### src/rtl/control_ventana_lecturas.sv
// ============================================================================
// Module  : control_ventana_lecturas
// Purpose : Register-programmed sequencer that emits a window of memory reads.
// Rev     : 1.0
// ============================================================================
`default_nettype none

module control_ventana_lecturas #(
  parameter int BITS_BUS_DATOS_INSTR     = 24,
  parameter int BITS_BUS_DIRECCION_INSTR = 8,
  parameter int BITS_DIRECCION_MEM       = 10,
  parameter int BITS_BUFFERS             = 3
) (
  input  logic                                clk,
  input  logic                                reset,
  input  logic [BITS_BUS_DIRECCION_INSTR-1:0] direccion_registros,
  input  logic [BITS_BUS_DATOS_INSTR-1:0]     datos_registros,
  input  logic                                habilitacion_registros,
  input  logic                                lectura_registros,
  output logic [BITS_BUS_DATOS_INSTR-1:0]     datos_lectura,
  output logic [BITS_DIRECCION_MEM-1:0]       mem_direccion,
  output logic                                mem_solicitud,
  input  logic                                mem_listo,
  output logic                                ocupado,
  output logic                                fin,
  output logic [BITS_DIRECCION_MEM-1:0]       direccion_mem_inicio_imagen,
  output logic [BITS_BUS_DATOS_INSTR-1:0]     cantidad_lecturas_mem,
  output logic [BITS_BUFFERS-1:0]             cantidad_buffers_internos
);

  localparam logic [2:0] DIR_INICIO   = 3'd0;
  localparam logic [2:0] DIR_CANTIDAD = 3'd1;
  localparam logic [2:0] DIR_BUFFERS  = 3'd2;
  localparam logic [2:0] DIR_CONTROL  = 3'd3;
  localparam logic [2:0] DIR_ESTADO   = 3'd4;
  localparam logic [2:0] DIR_LECTURAS = 3'd5;

  localparam logic [BITS_DIRECCION_MEM-1:0]   UNO_MEM   = 1;
  localparam logic [BITS_BUS_DATOS_INSTR-1:0] UNO_DATOS = 1;

  typedef enum logic [1:0] {
    IDLE   = 2'd0,
    EMITIR = 2'd1,
    FIN    = 2'd2
  } estado_t;

  estado_t                         estado_q, estado_d;
  logic [BITS_DIRECCION_MEM-1:0]   inicio_q, inicio_d;
  logic [BITS_BUS_DATOS_INSTR-1:0] cantidad_q, cantidad_d;
  logic [BITS_BUFFERS-1:0]         buffers_q, buffers_d;
  logic [BITS_DIRECCION_MEM-1:0]   direccion_q, direccion_d;
  logic [BITS_BUS_DATOS_INSTR-1:0] lecturas_q, lecturas_d;
  logic                            hecho_q, hecho_d;
  logic                            error_q, error_d;
  logic                            abortado_q, abortado_d;
  logic [BITS_BUS_DATOS_INSTR-1:0] datos_lectura_q, datos_lectura_d;

  logic [2:0]                      w_sel;
  logic                            w_ocupado;
  logic                            w_escribe_cfg;
  logic                            w_arranque;
  logic                            w_aborto;
  logic                            w_config_valida;
  logic [BITS_BUS_DATOS_INSTR-1:0] w_lecturas_inc;
  logic [BITS_BUS_DATOS_INSTR-1:0] w_mux_lectura;
  logic                            w_unused_dir;

  assign w_sel           = direccion_registros[2:0];
  assign w_unused_dir    = ^direccion_registros[BITS_BUS_DIRECCION_INSTR-1:3];
  assign w_ocupado       = (estado_q != IDLE);
  assign w_escribe_cfg   = habilitacion_registros && !w_ocupado;
  assign w_arranque      = habilitacion_registros && (w_sel == DIR_CONTROL) && datos_registros[0];
  assign w_aborto        = habilitacion_registros && (w_sel == DIR_CONTROL) && datos_registros[1];
  assign w_config_valida = (cantidad_q != '0) && (buffers_q != '0);
  assign w_lecturas_inc  = lecturas_q + UNO_DATOS;

  always_ff @(posedge clk or posedge reset) begin
    if (reset) begin
      estado_q        <= IDLE;
      inicio_q        <= '0;
      cantidad_q      <= '0;
      buffers_q       <= '0;
      direccion_q     <= '0;
      lecturas_q      <= '0;
      hecho_q         <= 1'b0;
      error_q         <= 1'b0;
      abortado_q      <= 1'b0;
      datos_lectura_q <= '0;
    end else begin
      estado_q        <= estado_d;
      inicio_q        <= inicio_d;
      cantidad_q      <= cantidad_d;
      buffers_q       <= buffers_d;
      direccion_q     <= direccion_d;
      lecturas_q      <= lecturas_d;
      hecho_q         <= hecho_d;
      error_q         <= error_d;
      abortado_q      <= abortado_d;
      datos_lectura_q <= datos_lectura_d;
    end
  end

  // Sticky-bit clears are applied first so any set event later in this block wins.
  always_comb begin
    estado_d    = estado_q;
    inicio_d    = inicio_q;
    cantidad_d  = cantidad_q;
    buffers_d   = buffers_q;
    direccion_d = direccion_q;
    lecturas_d  = lecturas_q;
    hecho_d     = hecho_q;
    error_d     = error_q;
    abortado_d  = abortado_q;

    if (w_escribe_cfg) begin
      case (w_sel)
        DIR_INICIO:   inicio_d   = datos_registros[BITS_DIRECCION_MEM-1:0];
        DIR_CANTIDAD: cantidad_d = datos_registros;
        DIR_BUFFERS:  buffers_d  = datos_registros[BITS_BUFFERS-1:0];
        default:      ;
      endcase
    end

    if (habilitacion_registros && (w_sel == DIR_ESTADO)) begin
      if (datos_registros[1]) hecho_d    = 1'b0;
      if (datos_registros[2]) error_d    = 1'b0;
      if (datos_registros[3]) abortado_d = 1'b0;
    end

    case (estado_q)
      IDLE: begin
        if (w_arranque) begin
          if (w_config_valida) begin
            estado_d    = EMITIR;
            direccion_d = inicio_q;
            lecturas_d  = '0;
            hecho_d     = 1'b0;
            abortado_d  = 1'b0;
          end else begin
            error_d = 1'b1;
          end
        end
      end
      EMITIR: begin
        if (mem_listo) begin
          direccion_d = direccion_q + UNO_MEM;
          lecturas_d  = w_lecturas_inc;
        end
        if (w_aborto) begin
          estado_d   = IDLE;
          abortado_d = 1'b1;
        end else if (mem_listo && (w_lecturas_inc == cantidad_q)) begin
          estado_d = FIN;
        end
      end
      FIN: begin
        hecho_d  = 1'b1;
        estado_d = IDLE;
      end
      default: estado_d = IDLE;
    endcase
  end

  always_comb begin
    w_mux_lectura = '0;
    case (w_sel)
      DIR_INICIO:   w_mux_lectura[BITS_DIRECCION_MEM-1:0] = inicio_q;
      DIR_CANTIDAD: w_mux_lectura = cantidad_q;
      DIR_BUFFERS:  w_mux_lectura[BITS_BUFFERS-1:0] = buffers_q;
      DIR_ESTADO:   w_mux_lectura[3:0] = {abortado_q, error_q, hecho_q, w_ocupado};
      DIR_LECTURAS: w_mux_lectura = lecturas_q;
      default:      w_mux_lectura = '0;
    endcase
    datos_lectura_d = lectura_registros ? w_mux_lectura : datos_lectura_q;
  end

  assign datos_lectura               = datos_lectura_q;
  assign mem_direccion               = direccion_q;
  assign mem_solicitud               = (estado_q == EMITIR);
  assign ocupado                     = w_ocupado;
  assign fin                         = (estado_q == FIN);
  assign direccion_mem_inicio_imagen = inicio_q;
  assign cantidad_lecturas_mem       = cantidad_q;
  assign cantidad_buffers_internos   = buffers_q;

endmodule

`default_nettype wire

### config.mk
export PLATFORM = sky130hd
export DESIGN_NAME = control_ventana_lecturas
export DESIGN_NICKNAME = d
export VERILOG_FILES = /design/src/rtl/control_ventana_lecturas.sv
export SDC_FILE = /design/constraint.sdc
export NUM_CORES = 1
export LEC_CHECK = 0
export BUFFER_PORTS_ARGS = -buffer_cell sky130_fd_sc_hd__clkbuf_2
export CAP_MARGIN = 20
export CORE_UTILIZATION = 45
export CTS_CLUSTER_DIAMETER = 50
export DETAILED_ROUTE_END_ITERATION = 10
export GPL_ROUTABILITY_DRIVEN = 0
export PLACE_DENSITY = 0.67
export RECOVER_POWER = 100
export SYNTH_ARGS = -nofsm -noshare
export SYNTH_HDL_FRONTEND = slang
export SYNTH_SLANG_ARGS = --single-unit
### constraint.sdc
create_clock -name clk -period 3.5 [get_ports clk]
set_input_delay 0.7 -clock clk [delete_from_list [all_inputs] [get_ports clk]]
set_output_delay 0.7 -clock clk [all_outputs]
set_load 0.03 [all_outputs]
==> flow_metrics.py <==
metrics = {
    "synthesis": {
        "synthArstFlopShare_pct": 100,
        "synth_common_cells": "dfrtp_1 (100), nor2_1 (61), a21oi_1 (47)",
        "synth.distinct_cells": 58,
        "syn_inst": 608,
        "synth_edf_count": 0,
        "syn_nets": 647,
        "synth_largest_area_cell": "dfrtp_1",
        "yosys_warnings": 0,
        "yosys.cell_count.top_type": "dfrtp_1",
        "synthFlopType": "dfrtp_1",
        "synth_area_um2": 5640,
        "ys_top_cells_by_area": "dfrtp_1 (44%), mux2_2 (7.4%), a21oi_1 (4.2%), nor2_1 (4.1%), o21ai_0 (3.9%)",
        "ys_seq_area_share_pct": 44.4,
        "synth_top_area_share_pct": 44.4,
        "ys_ff_latch": 100,
        "syn_area_per_cell_um2": 9.28,
    },
    "floorplan": {
        "dieArea_um2": 13000,
        "die_x_um": 114,
        "start_util_pct": 46.6,
        "die_y_um": 114,
        "ios": 111,
        "placeableCoreArea_um2": 12100,
        "rows": 40,
    },
    "timing": {
        "final_max_slew_viol_count": 42,
        "final.setup.tns_ps": 0,
        "timing.final.crit_share_pct": 89.6,
        "hold_ws_ps": 531,
        "fmax_mhz": 319,
        "worstMarginPinSlew_ps": 1840,
        "finalSetupViolCount": 0,
        "finClkSkew_ps": 9.64,
        "rsz0062_at_grt": "no",
        "layout_setup_ws_ps": 363,
        "slew-limit-headroom_pct": -23.4,
        "hold_violations": 0,
        "period_needed_ps": 3140,
    },
    "cts": {
        "cts_hold_buf": 0,
        "root_buffer": "clkbuf_16",
        "clk_pin_slew_ps": 70,
        "clk_latency_ps": 360,
        "ctsResizeCount": 0,
        "cts_buffers": 9,
        "cts_tree": "done",
        "cts_sinks": 100,
        "cts_buffer_depth": 2,
        "htree_levels": 3,
        "postCtsSetupRepairBufs": 0,
    },
    "worst_setup_path": {
        "critPathMaxFanout": 15,
        "r2r.worst_path.cells": 8,
        "regToRegSetupSlack_ps": 360,
        "crit_arrival_ps": 3400,
        "criticalPathCategory": "register to register",
        "startpoint_type": "register",
        "timing.rr.end": "mem_direccion[0]",
        "r2r-start": "cantidad_lecturas_mem[7]",
        "required_ps": 3760,
        "crit_path_end_kind": "register",
    },
    "global_route": {
        "grt_pass1_vias": 4810,
        "grt_util_all_layers_pct": 25.0,
        "grt_overflow": 0,
        "grt_pass1_wl_um": 25300,
        "grt_max_degree": 60,
        "antenna_found_initial": 0,
    },
    "routing": {
        "first_iter_violations": 410,
        "via_per_inst": 5.95,
        "ant_nets": 0,
        "first_pass_iters": 5,
        "wirelength_um": 15900,
        "drc": 0,
        "routedWlPerCell_um": 18.4,
        "dr_total_vias": 5162,
    },
    "power_and_ir_drop": {
        "ir_worst_vdd_v": 0.000446,
        "p_leak_nw": 2.58,
        "power_w": 0.00513,
        "power_density_nw_per_um2": 795,
    },
    "min_path": {
        "holdPathEnd": "datos_lectura[7]",
        "min_from": "datos_lectura[7]",
        "whs_path_depth": 2,
        "min_path_type": "register to register",
    },
    "placement": {
        "dp_slack_ps": 520,
        "hpwl_um": 11500,
        "port_buffers": 105,
    },
    "cells_and_area": {
        "area_delta_synth_final_pct": 14.5,
        "drive_above_1_share_pct": 14.7,
        "final_core_util_pct": 53.3,
        "diodes": 0,
        "num-nets-final": 733,
    },
    "status": {
        "status": "finished with violations",
        "violations": "max-capacitance violations, max-slew violations",
    },
    "run": {
        "cap_violations": 1,
    },
}
## cell type report
type	instances	area, µm²
fillers	1195	5650
repair buffers	118	517
inverters	18	68.8
clock inverters	3	22.5
well taps	168	210
flip-flops and latches	100	2500
multi-input cells	447	2890
clock buffers	13	250
## worst max path at each step
stage | startpoint | to | slack [ps]
2_1_floorplan | reset | abortado_q | 180
3_3_place_gp | lecturas_q[1] | estado_q[0] | 630
3_5_place_dp | lecturas_q[1] | estado_q[0] | 520
4_1_cts | lecturas_q[1] | estado_q[0] | 500
5_1_grt | cantidad_lecturas_mem[7] | mem_direccion[0] | 180
6_report | cantidad_lecturas_mem[7] | mem_direccion[0] | 360
## critical path, stage by stage (launching register included)
cell      delay [ps]
dfrtp_1          470
nor4_1           460
nand4_1          200
o32ai_1          310
nor3_2           180
nor2_1           720
clkbuf_2         420
nor3_1            90
a211oi_1         180
## flip-flops by register name, summed over array words and instances (netlist names), 2 cells and up
register and cells:
mem_direccion 10, direccion_mem_inicio_imagen 10, datos_lectura 24, estado_q 2, cantidad_buffers_internos 3, lecturas_q 24
cantidad_lecturas_mem 24
## stage by stage
stage | cells | instance area, µm²
2_1_floorplan | 608 | 5640
3_3_place_gp | 851 | 6320
3_5_place_dp | 851 | 6320
4_1_cts | 867 | 6590
5_1_grt | 867 | 6460
6_report | 867 | 6460
## cells by family (layout without fill, tap and decap cells)
kind of cell / Yosys count / in the layout / share of synthesized area [%]
AND/OR/NAND/NOR: 209 / 209 / 19.1
XOR/XNOR: 27 / 27 / 4.19
buffers and inverters: 61 / 152 / 4.32
flip-flops: 100 / 100 / 44.4
adder cells (fa/ha/maj): 2 / 2 / 0.443
multiplexers: 52 / 52 / 10.7
AO/OA/AOI/OAI: 157 / 157 / 16.8
## power by group
group | switching (W) | internal [W]
registers | 0.000541 | 0.00149
clock network | 0.000438 | 0.000503
logic | 0.00143 | 0.000728
total | 0.00241 | 0.00272
## per-layer routing
layer | vias up | wire, µm | track usage (%)
met5 | - | 0 | 0
met4 | 0 | 272 | 8.23
met3 | 21 | 1090 | 4.84
met2 | 202 | 7290 | 37.8
met1 | 2551 | 7270 | 36.1
li1 | 2388 | - | -
## cells in the final DEF, fill, tap and decap left out, types with 15 or more instances in the layout
cell type / count
dfrtp_1: 100
clkbuf_1: 84
nor2_1: 61
a21oi_1: 47
nand2_1: 44
o21ai_0: 44
mux2_2: 37
clkbuf_2: 31
nand3_1: 21
nor4_1: 18
inv_1: 17
a22oi_1: 15
xnor2_1: 15
Power figures use the tool's default switching activity.
